==> config.mk <==
export PLATFORM = sky130hd
export DESIGN_NAME = dot_channel_seq
export DESIGN_NICKNAME = d
export VERILOG_FILES = /design/src/rtl/dot_channel_seq.sv
export SDC_FILE = /design/constraint.sdc
export NUM_CORES = 1
export LEC_CHECK = 0
export ABC_AREA = 1
export CAP_MARGIN = 0
export CELL_PAD_IN_SITES_DETAIL_PLACEMENT = 1
export CELL_PAD_IN_SITES_GLOBAL_PLACEMENT = 2
export CORE_MARGIN = 2
export CORE_UTILIZATION = 30
export DETAILED_ROUTE_END_ITERATION = 10
export GPL_ROUTABILITY_DRIVEN = 0
export HOLD_SLACK_MARGIN = 0.05
export PLACE_DENSITY_LB_ADDON = 0.1
export SYNTH_ARGS = -nofsm -noshare
export SYNTH_HDL_FRONTEND = slang
export SYNTH_SLANG_ARGS = --single-unit
==> constraint.sdc <==
create_clock -name clk -period 2.7 [get_ports clk]
set_input_delay 0.27 -clock clk [delete_from_list [all_inputs] [get_ports clk]]
set_output_delay 0.27 -clock clk [all_outputs]
set_load 0.02 [all_outputs]
==> src/rtl/dot_channel_seq.sv <==
`default_nettype none
// ---------------------------------------------------------------------------
// dot_channel_seq : tile scheduler for one dot channel (weight fetch, data
// handshake, accumulate window, indexed result strobe).  Rev 1.0
// ---------------------------------------------------------------------------
module dot_channel_seq #(
  parameter int NUM_CS    = 4,
  parameter int NUM_PHASE = 8,
  parameter int WS_LAT    = 2,
  parameter int ACC_MAX   = 10
) (
  input  logic       clk,
  input  logic       rst,
  input  logic       start_i,
  input  logic       abort_i,
  input  logic       d_rdy_i,
  input  logic       dc_valid_i,
  output logic       ws_load_o,
  output logic       dc_load_o,
  output logic [3:0] cs_o,
  output logic [2:0] phase_o,
  output logic       d_req_o,
  output logic       out_we_o,
  output logic [6:0] out_idx_o,
  output logic       busy_o,
  output logic       done_o,
  output logic       err_o
);

  localparam int CNT_MAX = (WS_LAT > ACC_MAX) ? WS_LAT : ACC_MAX;
  localparam int CNT_W   = $clog2(CNT_MAX + 1);

  typedef enum logic [2:0] {
    S_IDLE  = 3'd0,
    S_WLOAD = 3'd1,
    S_WAITD = 3'd2,
    S_ACCUM = 3'd3,
    S_GAP   = 3'd4,
    S_FIN   = 3'd5
  } state_t;

  state_t           state_q, state_d;
  logic [CNT_W-1:0] cnt_q, cnt_d;
  logic [3:0]       cs_q, cs_d;
  logic [2:0]       phase_q, phase_d;
  logic [6:0]       idx_q, idx_d;
  logic             err_q, err_d;

  logic             ws_load_q, dc_load_q, d_req_q, out_we_q, busy_q, done_q;

  logic             w_last_phase;
  logic             w_last_tile;
  logic [6:0]       w_tile_idx;

  assign w_last_phase = (phase_q == 3'(NUM_PHASE - 1));
  assign w_last_tile  = w_last_phase && (cs_q == 4'(NUM_CS - 1));
  assign w_tile_idx   = 7'(cs_q) * 7'(NUM_PHASE) + 7'(phase_q);

  always_ff @(posedge clk) begin
    if (rst) begin
      state_q <= S_IDLE;
      cnt_q   <= '0;
      cs_q    <= '0;
      phase_q <= '0;
      idx_q   <= '0;
      err_q   <= 1'b0;
    end else begin
      state_q <= state_d;
      cnt_q   <= cnt_d;
      cs_q    <= cs_d;
      phase_q <= phase_d;
      idx_q   <= idx_d;
      err_q   <= err_d;
    end
  end

  always_comb begin
    state_d = state_q;
    cnt_d   = cnt_q;
    cs_d    = cs_q;
    phase_d = phase_q;
    idx_d   = idx_q;
    err_d   = err_q;
    case (state_q)
      S_IDLE: begin
        if (start_i) begin
          state_d = S_WLOAD;
          cnt_d   = CNT_W'(1);
          cs_d    = '0;
          phase_d = '0;
          err_d   = 1'b0;
        end
      end
      S_WLOAD: begin
        if (cnt_q == CNT_W'(WS_LAT)) begin
          state_d = S_WAITD;
        end else begin
          cnt_d = cnt_q + CNT_W'(1);
        end
      end
      S_WAITD: begin
        if (d_rdy_i) begin
          state_d = S_ACCUM;
          cnt_d   = CNT_W'(1);
        end
      end
      S_ACCUM: begin
        // A result arriving on the final allowed cycle still wins over timeout.
        if (dc_valid_i) begin
          state_d = S_GAP;
          idx_d   = w_tile_idx;
        end else if (cnt_q == CNT_W'(ACC_MAX)) begin
          state_d = S_FIN;
          err_d   = 1'b1;
          cs_d    = '0;
          phase_d = '0;
        end else begin
          cnt_d = cnt_q + CNT_W'(1);
        end
      end
      S_GAP: begin
        if (w_last_tile) begin
          state_d = S_FIN;
          cs_d    = '0;
          phase_d = '0;
        end else begin
          state_d = S_WLOAD;
          cnt_d   = CNT_W'(1);
          if (w_last_phase) begin
            phase_d = '0;
            cs_d    = cs_q + 4'd1;
          end else begin
            phase_d = phase_q + 3'd1;
          end
        end
      end
      S_FIN: begin
        state_d = S_IDLE;
      end
      default: begin
        state_d = S_IDLE;
      end
    endcase
    if (abort_i && (state_q != S_IDLE)) begin
      state_d = S_IDLE;
      cnt_d   = '0;
      cs_d    = '0;
      phase_d = '0;
      err_d   = err_q;
    end
  end

  // Strobes are decoded from the next state so every output comes from a flop.
  always_ff @(posedge clk) begin
    if (rst) begin
      ws_load_q <= 1'b0;
      dc_load_q <= 1'b0;
      d_req_q   <= 1'b0;
      out_we_q  <= 1'b0;
      busy_q    <= 1'b0;
      done_q    <= 1'b0;
    end else begin
      ws_load_q <= (state_d == S_WLOAD) || (state_d == S_WAITD) || (state_d == S_ACCUM);
      dc_load_q <= (state_d == S_ACCUM);
      d_req_q   <= (state_d == S_WAITD);
      out_we_q  <= (state_d == S_GAP);
      busy_q    <= (state_d == S_WLOAD) || (state_d == S_WAITD) ||
                   (state_d == S_ACCUM) || (state_d == S_GAP);
      done_q    <= (state_d == S_FIN);
    end
  end

  assign ws_load_o = ws_load_q;
  assign dc_load_o = dc_load_q;
  assign d_req_o   = d_req_q;
  assign out_we_o  = out_we_q;
  assign busy_o    = busy_q;
  assign done_o    = done_q;
  assign err_o     = err_q;
  assign cs_o      = cs_q;
  assign phase_o   = phase_q;
  assign out_idx_o = idx_q;

endmodule
`default_nettype wire

== Word level (Yosys, flattened, before mapping) ==
Cells that the tools add are included.
Operators by class
  bitwise operators: 1
  muxes and demuxes: 31
  $add $sub $neg: 4
  reductions and logical operators: 16
  equal/unequal tests: 21
Operator list (number)
  2-to-1 mux 4 bit: 11
  2-to-1 mux 3 bit: 12
  case mux 4 bit (5 select lines): 1
  case mux 3 bit (5 select lines): 1
  inequality test 2 bit, second input constant: 7
  == test 3 x 2 -> 1 bit, second input constant: 4
  == test 3 bit, second input constant: 4
  case mux 4 bit (3 select lines): 1
  AND reduction 5 bit: 2
  case mux 3 bit (3 select lines): 1
  adder 4 x 1 -> 4 bit, second input constant: 2
  == test 4 x 2 -> 1 bit, second input constant: 2
  adder 7 x 3 -> 7 bit: 1
  AND reduction 7 bit: 1
  == test 3 x 1 -> 1 bit, second input constant: 2
  nonzero test 3 bit: 2
  nonzero test 5 bit: 1
  == test 4 bit, second input constant: 1
  AND reduction 4 bit: 1
  adder 3 x 1 -> 3 bit, second input constant: 1
  zero test 3 bit: 1
  logical OR 1 bit: 3
  2-to-1 mux 1 bit: 3
  inequality test 3 bit, second input constant: 1
  other kinds (6): 7
Storage, ports and cells
  bits in registers: 28
  bits of input ports: 6

== Logic depth before layout (Yosys ltp) ==
  depth in word-level cells: 9
  mapped depth: 11
  mapped depth without buffers: 11

== Worst setup path before layout ==
OpenSTA, ideal clock, no wires.
  path type: flip-flop to flip-flop
  from: register phase_q[0] (netlist: phase_o[0])
  to: register cnt_q[0]
  clock period less this slack: 1.590 ns
  arrival time: 1.473 ns
  path buffers: 0
  setup time: 0.117 ns
  stages on the path, launching flop included: 12
  slack: 1.110 ns
  required time: 2.583 ns
  path through: dfxtp_1 > ha_1 > ha_1 > nand2_1 > nor2_1 > nand2_1 > nand2_1 > nor2_4 > nand2_2 > nand2_1 > nand2_1 > nor2_1
On the way
  cells in the longest elaborated chain, start to end: 4
Ends and longest elaborated chain
  from (decl): RTL line 45  | logic [2:0] phase_q, phase_d;
  from (signal assigned): RTL line 71  | phase_q <= phase_d;
  == test 3 bit: RTL line 55  | assign w_last_phase = (phase_q == 3'(NUM_PHASE - 1));
  logical AND 1 bit: RTL line 56  | assign w_last_tile = w_last_phase && (cs_q == 4'(NUM_CS - 1));
  inequality test 2 bit (no line)
  AND reduction 7 bit (no line)
  to (signal assigned): RTL line 69  | cnt_q <= cnt_d;
  to (decl): RTL line 43  | logic [CNT_W-1:0] cnt_q, cnt_d;
No other way between the ends.
A chain may end at the register's enable or synchronous reset.

== Worst setup path in the final report ==
  from: register state_q[1]
  to: register cs_q[1] (netlist: cs_o[1])
On the way
  cells in the longest elaborated chain, start to end: 3
  elaborated cells on any way between the ends: 13
Ends and longest elaborated chain
  from (decl): RTL line 42  | state_t state_q, state_d;
  from (signal assigned): RTL line 68  | state_q <= state_d;
  == test 3 bit, or another cell as far along: RTL line 84  | case (state_q)
  inequality test 3 bit (no line), or another cell as far along
  AND reduction 5 bit (no line) / OR reduction 2 bit (equally long branches)
  to (signal assigned): RTL line 70  | cs_q <= cs_d;
  to (decl): RTL line 44  | logic [3:0] cs_q, cs_d;
Parallel ways exist; a longest one is shown, timed or not.

==> results_dict.tcl <==
set metrics [dict create \
    outcome "complete, no violations" \
    antenna_left 0 \
    grt_use_total 0.156 \
    hold_slack_ns 0.476 \
    ys_seq_area_frac 0.398 \
    antenna_found_initial 0 \
    route.detailed.drc 0 \
    nFillCells 563 \
    stdcell_count 274 \
    rsz0062_at_grt "no" \
    avgSynthCellArea_sq_um 7.15 \
    cts_setup_buffers 0 \
    htreeDepth 1 \
    finalSetupViolations 0 \
    drt-vias-per-instance 4.89 \
    cpMostUsedCell "nand2_1" \
    synth-main-ff-cell "dfxtp_1" \
    synth.most_common_cell "nand2_1" \
    path_cells "nand2_2 -> nor2_2 -> nand2_2 -> nand2_1 -> inv_2 -> nand3b_2 -> nand2_1 -> nand2_1 -> nor2_1" \
    dp.cells 271 \
    area_growth_pct 24.3 \
    synth_nets 208 \
    grt.overflow.total 0 \
    crit_required_ns 2.85 \
    crit_fanout 11 \
    drt_iter0_markers 53 \
    arrival_ns 2.05 \
    wire_per_inst_um 14.0 \
    skew_ns 0.00164 \
    critPathMaxStageDelay_ns 0.50 \
    power.density_nw_per_um2 493 \
    rows 24 \
    synth_top_area_frac 0.398 \
    diodes 0 \
    cts_made_buffers 3 \
    grt_max_degree 15 \
    io_buffers 26 \
    slowest_stage "dfxtp_1" \
    setup-tns-final_ns 0 \
    p_leak_nw 0.768 \
    async_reset_ff_frac 0 \
    syn_area_sq_um 1410 \
    cts_tree "done" \
    cts_buffer_depth 2 \
    synthCells 197 \
    ys_ff_latch 28 \
    grt_pass1_wl_mm 6.53 \
    synthDistinctLibCells 27 \
    cap_violations 0 \
    irDropWorstVdd_mv 0.167 \
    fp.dieH_um 72.5 \
    dp_worst_setup_slack_ns 0.819 \
    ctsHoldBuffers 0 \
    clk_pin_slew_ns 0.10 \
    via_count 1340 \
    crit_buf_inv 1 \
    first_pass_iters 4 \
    worstSetupStartpointType "register" \
    slew_headroom 0.678 \
    synth.largest_area_cell "dfxtp_1" \
    final_nets 235 \
    dieArea_sq_um 5260 \
    hp-class "reg2reg" \
    power_mw 0.864 \
    totalWireLength_mm 3.83 \
    yosys-top-cells-count "55 x nand2_1, 28 x dfxtp_1, 18 x inv_1, 18 x nand3_1, 16 x nor2_1" \
    clk_latency_ns 0.27 \
    fin_ws_ns 0.806 \
    ctsResizeCount 0 \
    grt_pass1_vias 1413 \
    ios 27 \
    synth-warning-count 0 \
    finalMaxSlewViolations 0 \
    post-route-period-util 0.702 \
    hold_violations 0 \
    multi_input_area_sq_um 746 \
    critical_path.top_delay_family "simple AND/OR/NAND/NOR gates" \
    fp.dieW_um 72.5 \
    drive_gt1_frac 0.117 \
    coreArea_sq_um 4440 \
    worstSetupPathType "reg2reg" \
    end_kind "register" \
    synth-edff-count 0 \
    hpwl_mm 3.06 \
    initial_core_util 0.317 \
    cts_root_buffer "clkbuf_8" \
    regArea_sq_um 561 \
    max_freq_ghz 0.528 \
    fin_crit_ns 1.89 \
    tightest_slew_ns 0.481 \
    clock-sinks 28 \
    synthTopCellsByArea "dfxtp_1 40%, nand2_1 15%, nand3_1 6.4%" \
]
-- worst min-delay path, delay by kind of cell, from the launching register on --
kind	cells	cell delay (ns)
simple gates	1	0.06
flops	1	0.32
compound gates	1	0.05
-- state kept, by name, indices dropped and copies added (netlist names) --
register,count
busy_o,1
cnt_q,4
cs_o,4
d_req_o,1
dc_load_o,1
done_o,1
err_o,1
out_idx_o,7
out_we_o,1
phase_o,3
state_q,3
ws_load_o,1
-- where the power goes --
part / internal, mW / switching [mW]
Combinational: 0.0683 / 0.115
Clock: 0.100 / 0.130
Sequential: 0.432 / 0.0183
Total: 0.601 / 0.263
-- logic make-up after synthesis --
logic type      after synthesis  synth area share
simple gates                117             0.397
compound gates               21            0.0817
xor+xnor                      1           0.00622
flops                        28             0.398
buf+inv                      25            0.0728
fa+ha+maj                     5            0.0444
-- cell type report --
cell class	count	area share
Inverter	21	0.0450
Timing Repair Buffer	26	0.149
Sequential cell	28	0.320
Clock buffer	3	0.0236
Multi-Input combinational cell	144	0.426
Tap cell	52	0.0371
-- layer usage --
metal | up-vias | global-route usage | wire length (um)
li1 | 682 | - | -
met1 | 632 | 0.201 | 1900
met2 | 22 | 0.270 | 1790
met3 | 4 | 0.0306 | 118
met4 | 0 | 0.0350 | 21
met5 | - | 0 | 0
-- final timing paths --
path                                  start                   endpoint  slack [ns]  cells after the start
setup / recovery      state_q[1]$_SDFF_PP0_       cs_o[1]$_SDFFE_PP0P_        0.81                      9
hold / removal    out_idx_o[2]$_SDFFE_PP0P_  out_idx_o[2]$_SDFFE_PP0P_        0.48                      2
setup reg to reg      state_q[1]$_SDFF_PP0_       cs_o[1]$_SDFFE_PP0P_        0.81                      9
hold reg to reg   out_idx_o[2]$_SDFFE_PP0P_  out_idx_o[2]$_SDFFE_PP0P_        0.48                      2
-- per-stage QoR --
stage / instance area (sq um) / utilization
final: 1750 / 0.394
after global routing: 1750 / 0.394
after CTS: 1750 / 0.394
after detailed placement: 1710 / 0.385
after global placement: 1710 / 0.385
after floorplan: 1410 / -
-- cells in the final DEF (no fill, tap or decap), drive strengths merged, types with 3 or more instances in the layout --
master	n
a21oi	15
clkbuf	3
clkdlybuf4s50	26
dfxtp	28
ha	5
inv	21
nand2	65
nand3	18
nand4	4
nor2	22
nor3	3
o21ai	3
(Power assumes the default switching activity.)
